### src/rtl/mailbox_pkg.sv
// Shared constants for the path-planning mailbox: register offsets inside the
// 32-byte MMIO window and the PREV_NODE reset value.
package mailbox_pkg;

  localparam int WIN_BYTES = 32;
  localparam int WIN_BITS  = $clog2(WIN_BYTES);

  localparam logic [4:0] OFF_START = 5'h00;
  localparam logic [4:0] OFF_END   = 5'h04;
  localparam logic [4:0] OFF_NODE  = 5'h08;
  localparam logic [4:0] OFF_DONE  = 5'h0C;
  localparam logic [4:0] OFF_PREV  = 5'h10;

  localparam logic [31:0] PREV_RST = 32'd255;

endpackage

### src/rtl/node_fifo.sv
// Node FIFO: synchronous push/pop, registered head pointer, drops pushes that
// arrive while full unless a pop frees the slot in the same edge.
module node_fifo #(
  parameter int DEPTH = 16,
  parameter int WIDTH = 5
) (
  input  logic                     clk,
  input  logic                     rst_n,
  input  logic                     push,
  input  logic                     pop,
  input  logic [WIDTH-1:0]         wdata,
  output logic                     valid,
  output logic [WIDTH-1:0]         rdata,
  output logic [$clog2(DEPTH):0]   count,
  output logic                     full,
  output logic                     drop
);

  localparam int AW = $clog2(DEPTH);
  localparam logic [AW-1:0] PTR_ONE = 1;
  localparam logic [AW:0]   CNT_ONE = 1;
  localparam logic [AW:0]   CNT_MAX = DEPTH[AW:0];

  logic [WIDTH-1:0] mem [DEPTH];
  logic [AW-1:0]    rd_ptr_q, rd_ptr_d;
  logic [AW-1:0]    wr_ptr_q, wr_ptr_d;
  logic [AW:0]      count_q, count_d;
  logic             pop_ok, push_ok;

  assign valid   = (count_q != '0);
  assign full    = (count_q == CNT_MAX);
  assign pop_ok  = pop & valid;
  // A full FIFO still accepts a push when the head leaves on the same edge.
  assign push_ok = push & (~full | pop_ok);
  assign drop    = push & ~push_ok;
  assign count   = count_q;
  assign rdata   = valid ? mem[rd_ptr_q] : '0;

  always_comb begin
    // NOTE: every always_comb output gets a default first so no latch is inferred.
    rd_ptr_d = rd_ptr_q;
    wr_ptr_d = wr_ptr_q;
    count_d  = count_q;
    if (pop_ok)  rd_ptr_d = rd_ptr_q + PTR_ONE;
    if (push_ok) wr_ptr_d = wr_ptr_q + PTR_ONE;
    if (push_ok && !pop_ok)      count_d = count_q + CNT_ONE;
    else if (pop_ok && !push_ok) count_d = count_q - CNT_ONE;
  end

  // NOTE: sequential state uses non-blocking assignments so all flops update together.
  always_ff @(posedge clk or negedge rst_n) begin
    if (!rst_n) begin
      rd_ptr_q <= '0;
      wr_ptr_q <= '0;
      count_q  <= '0;
    end else begin
      rd_ptr_q <= rd_ptr_d;
      wr_ptr_q <= wr_ptr_d;
      count_q  <= count_d;
    end
  end

  // NOTE: storage is not reset; rdata is gated by valid so stale entries never show.
  always_ff @(posedge clk) begin
    if (push_ok) mem[wr_ptr_q] <= wdata;
  end

endmodule

### src/rtl/path_mailbox.sv
// MMIO mailbox for path planning: control-word registers, readback mux and a
// node FIFO fed by NODE_POINT stores and drained by a valid/ready consumer.
module path_mailbox
  import mailbox_pkg::*;
#(
  parameter logic [31:0] BASE_ADDR = 32'h0200_0000,
  parameter int          DEPTH     = 16,
  parameter int          NODE_W    = 5
) (
  input  logic                    clk,
  input  logic                    reset,
  input  logic                    MemWrite,
  input  logic [31:0]             DataAdr,
  input  logic [31:0]             WriteData,
  output logic                    mb_hit,
  output logic [31:0]             mb_rdata,
  output logic                    node_valid,
  output logic [NODE_W-1:0]       node_data,
  input  logic                    node_ready,
  output logic [$clog2(DEPTH):0]  node_count,
  output logic                    overflow,
  output logic                    cpu_done,
  output logic                    path_done
);

  logic [31:0] start_q, start_d;
  logic [31:0] end_q, end_d;
  logic [31:0] node_q, node_d;
  logic        done_q, done_d;
  logic [31:0] prev_q, prev_d;
  logic        overflow_q, overflow_d;

  logic [4:0]  off;
  logic        wr_en;
  logic        node_push;
  logic        node_drop;
  logic        unused_full;

  // Misaligned addresses are treated as outside the window entirely.
  assign off       = DataAdr[4:0];
  assign mb_hit    = (DataAdr[31:WIN_BITS] == BASE_ADDR[31:WIN_BITS]) &&
                     (DataAdr[1:0] == 2'b00);
  assign wr_en     = MemWrite & mb_hit;
  assign node_push = wr_en & (off == OFF_NODE);

  node_fifo #(
    .DEPTH (DEPTH),
    .WIDTH (NODE_W)
  ) u_node_fifo (
    .clk   (clk),
    .rst_n (reset),
    .push  (node_push),
    .pop   (node_ready),
    .wdata (WriteData[NODE_W-1:0]),
    .valid (node_valid),
    .rdata (node_data),
    .count (node_count),
    .full  (unused_full),
    .drop  (node_drop)
  );

  always_comb begin
    start_d    = start_q;
    end_d      = end_q;
    node_d     = node_q;
    done_d     = done_q;
    prev_d     = prev_q;
    overflow_d = overflow_q | node_drop;
    if (wr_en) begin
      case (off)
        OFF_START: start_d = WriteData;
        OFF_END:   end_d   = WriteData;
        OFF_NODE:  node_d  = WriteData;
        OFF_DONE:  done_d  = WriteData[0];
        OFF_PREV:  prev_d  = WriteData;
        default:   ;
      endcase
    end
  end

  always_ff @(posedge clk or negedge reset) begin
    if (!reset) begin
      start_q    <= '0;
      end_q      <= '0;
      node_q     <= '0;
      done_q     <= 1'b0;
      prev_q     <= PREV_RST;
      overflow_q <= 1'b0;
    end else begin
      start_q    <= start_d;
      end_q      <= end_d;
      node_q     <= node_d;
      done_q     <= done_d;
      prev_q     <= prev_d;
      overflow_q <= overflow_d;
    end
  end

  // Reads see current state only, so a same-cycle write returns the old value.
  always_comb begin
    mb_rdata = '0;
    if (mb_hit) begin
      case (off)
        OFF_START: mb_rdata = start_q;
        OFF_END:   mb_rdata = end_q;
        OFF_NODE:  mb_rdata = node_q;
        OFF_DONE:  mb_rdata = {31'b0, done_q};
        OFF_PREV:  mb_rdata = prev_q;
        default:   mb_rdata = '0;
      endcase
    end
  end

  assign overflow  = overflow_q;
  assign cpu_done  = done_q;
  assign path_done = done_q & ~node_valid;

endmodule

### config.mk
export PLATFORM = sky130hd
export DESIGN_NAME = path_mailbox
export DESIGN_NICKNAME = d
export VERILOG_FILES = /design/src/rtl/mailbox_pkg.sv /design/src/rtl/node_fifo.sv /design/src/rtl/path_mailbox.sv
export SDC_FILE = /design/constraint.sdc
export NUM_CORES = 1
export LEC_CHECK = 0
export CAP_MARGIN = 10
export CORE_ASPECT_RATIO = 1.25
export CORE_MARGIN = 2
export CORE_UTILIZATION = 51
export DETAILED_ROUTE_END_ITERATION = 12
export GPL_ROUTABILITY_DRIVEN = 1
export GPL_TIMING_DRIVEN = 0
export PLACE_DENSITY = 0.77
export SYNTH_ARGS = -nofsm -noshare
export SYNTH_HDL_FRONTEND = slang
export SYNTH_HIERARCHICAL = 1
export SYNTH_SLANG_ARGS = --single-unit
### constraint.sdc
create_clock -name clk -period 2.7 [get_ports clk]
set_input_delay 0.54 -clock clk [delete_from_list [all_inputs] [get_ports clk]]
set_output_delay 0.54 -clock clk [all_outputs]
set_load 0.02 [all_outputs]
==> flow_metrics.tcl <==
set metrics [dict create \
    synth_area_mm2 0.00987 \
    cts_buffer_depth 3 \
    die_h_um 160 \
    hold_viol_final 0 \
    drv_cap 0 \
    start_kind "register" \
    p_per_area_mw_per_mm2 672 \
    gp_congestion 0.756 \
    outcome "finished with violations" \
    track_usage_pct 24.2 \
    grt_overflow_total 0 \
    p_total_mw 8.75 \
    clock.fmax_mhz 353 \
    grt_pass1_wl_um 38800 \
    violations "negative setup slack" \
    critPathRequiredTime_ns 2.16 \
    ff_latch_area_mm2 0.00600 \
    dp_hpwl_um 15300 \
    ir_drop_mv 0.628 \
    wl_um 24600 \
    antenna_found_initial 0 \
    path_max_fanout 5 \
    die_w_um 128 \
    final-setup-viol-count 6 \
    drt_iter0_drc 374 \
    cts_tree "done" \
    syn_avg_cell_area_um2 15.3 \
    initial_utilization_pct 52.3 \
    setup_ws_ns -0.135 \
    hold-worst-slack_ns 0.486 \
    min_path_type "reg -> reg" \
    firstDrtPassIters 5 \
    period_needed_ns 2.84 \
    multi_input_area_mm2 0.00404 \
    ant_nets 0 \
    cts-root-buf "clkbuf_16" \
    finalCritPeriodShare_pct 105 \
    worst_pin_slew_ns 0.882 \
    die_area_mm2 0.0205 \
    post_route_cells_drive_above_1_share_pct 36.9 \
    syn_nets 721 \
    htreeDepth 1 \
    slew_viol_final 0 \
    yosysWarnings 6 \
    rsz0062_at_grt "yes" \
    fill_cells 1253 \
    io_pins 115 \
    rows 56 \
    grt_pass1_vias 7142 \
    tns_ns -0.567 \
    worstSetupPathType "reg -> out" \
    nets 901 \
    viasPerCell 6.02 \
    cp.arrival_ns 2.30 \
    slew_headroom_pct 41.0 \
    clk_pin_slew_worst_paths_ns 0.06 \
    core_area_mm2 0.0188 \
    grt_max_degree 95 \
    clock-skew-final_ns 0.0109 \
    clk_latency_ns 0.51 \
    leakage_nw 5.51 \
    numCtsBuffers 22 \
    wl_per_cell_um 22.9 \
    syn_inst 643 \
    cts.sinks 223 \
    drc 0 \
    syn_to_final_growth_pct 32.0 \
    antennaDiodeCount 0 \
    final_cells 1071 \
    port_buffers 114 \
    placed_cells 990 \
    cp-end-kind "output port" \
    dr_total_vias 6444 \
]
-- per-stage QoR --
step | setup slack, ns | utilization [%] | instance area [µm²]
2_1_floorplan | -0.429 | - | 9950
3_3_place_gp | -4.13 | 60.4 | 11400
3_5_place_dp | -1.37 | 60.5 | 11400
4_1_cts | -0.150 | 68.3 | 12900
5_1_grt | -0.191 | 69.1 | 13000
6_report | -0.135 | 69.1 | 13000
-- cell usage in the layout, fill, tap and decap left out, types with 6 or more instances in the layout --
master,instances
dfrtp_2,6
edfxtp_1,80
clkdlybuf4s50_1,42
inv_1,6
buf_6,37
nand2_1,9
clkbuf_8,12
a21oi_4,15
clkinv_2,6
dfstp_2,8
nor4_4,8
a22oi_2,6
mux4_2,20
clkbuf_2,17
a22oi_1,56
clkbuf_16,31
a21oi_2,16
xnor2_1,7
mux2_1,111
dlygate4sd2_1,10
buf_4,55
a21oi_1,8
dfrtp_1,129
and2_1,8
mux2_2,24
-- cell type report --
class / count / share of cell area (%)
well taps: 232 / 2.23
repair buffers: 158 / 11.3
inverters: 8 / 0.269
clock buffers: 32 / 5.09
plain buffers: 37 / 3.65
multi-input cells: 373 / 31.0
clock inverters: 8 / 0.346
flip-flops and latches: 223 / 46.1
-- final timing paths --
path / to / from / slack, ns / cells after the start
setup / recovery: node_data[3] / u_node_fifo/rd_ptr_q[0]$_DFFE_PN0P_ / -0.14 / 6
hold / removal: start_q[22]$_DFFE_PN0P_ / start_q[22]$_DFFE_PN0P_ / 0.49 / 1
setup reg to reg: u_node_fifo/count[4]$_DFFE_PN0P_ / u_node_fifo/count[3]$_DFFE_PN0P_ / -0.02 / 10
hold reg to reg: start_q[22]$_DFFE_PN0P_ / start_q[22]$_DFFE_PN0P_ / 0.49 / 1
max in group asynchronous: prev_q[5]$_DFFE_PN1P_ / reset / 1.35 / 3
min in group asynchronous: start_q[15]$_DFFE_PN0P_ / reset / 0.53 / 2
-- state kept, by name, indices dropped and copies added, names as in the netlist --
name                  count
u_node_fifo/wr_ptr_q      4
u_node_fifo/count         5
prev_q                   32
start_q                  32
node_q                   32
overflow                  1
cpu_done                  1
u_node_fifo/rd_ptr_q      4
end_q                    32
u_node_fifo/mem          80
-- metal layers --
layer	global-route usage (%)	vias to the layer above	share of wire [%]
met5	0	-	0
met4	6.94	0	2.1
met3	4.20	49	5.3
met2	45.2	206	55
met1	28.1	3360	37
li1	-	2829	-
-- power by group --
group / switching [mW] / internal [mW]
registers: 0.166 / 3.59
logic: 0.956 / 1.07
clock network: 1.26 / 1.71
-- critical path, cell delays in order (launching register included) --
cell	delay, ns
dfrtp_2	0.43
buf_12	0.15
mux4_2	0.53
mux2_2	0.29
o21ai_2	0.12
a21oi_1	0.07
buf_4	0.20
-- repair_timing --
item | CTS | global route
endpoints found under the hold margin | 49 | 0
setup buffers | 28 | 10
pin swaps | 28 | 24
hold buffers | 1 | 0
resized for setup | 373 | 76
setup endpoints to repair | 125 | 39
gates cloned | 5 | 1
No activity file was read; power rests on OpenSTA's default activity.
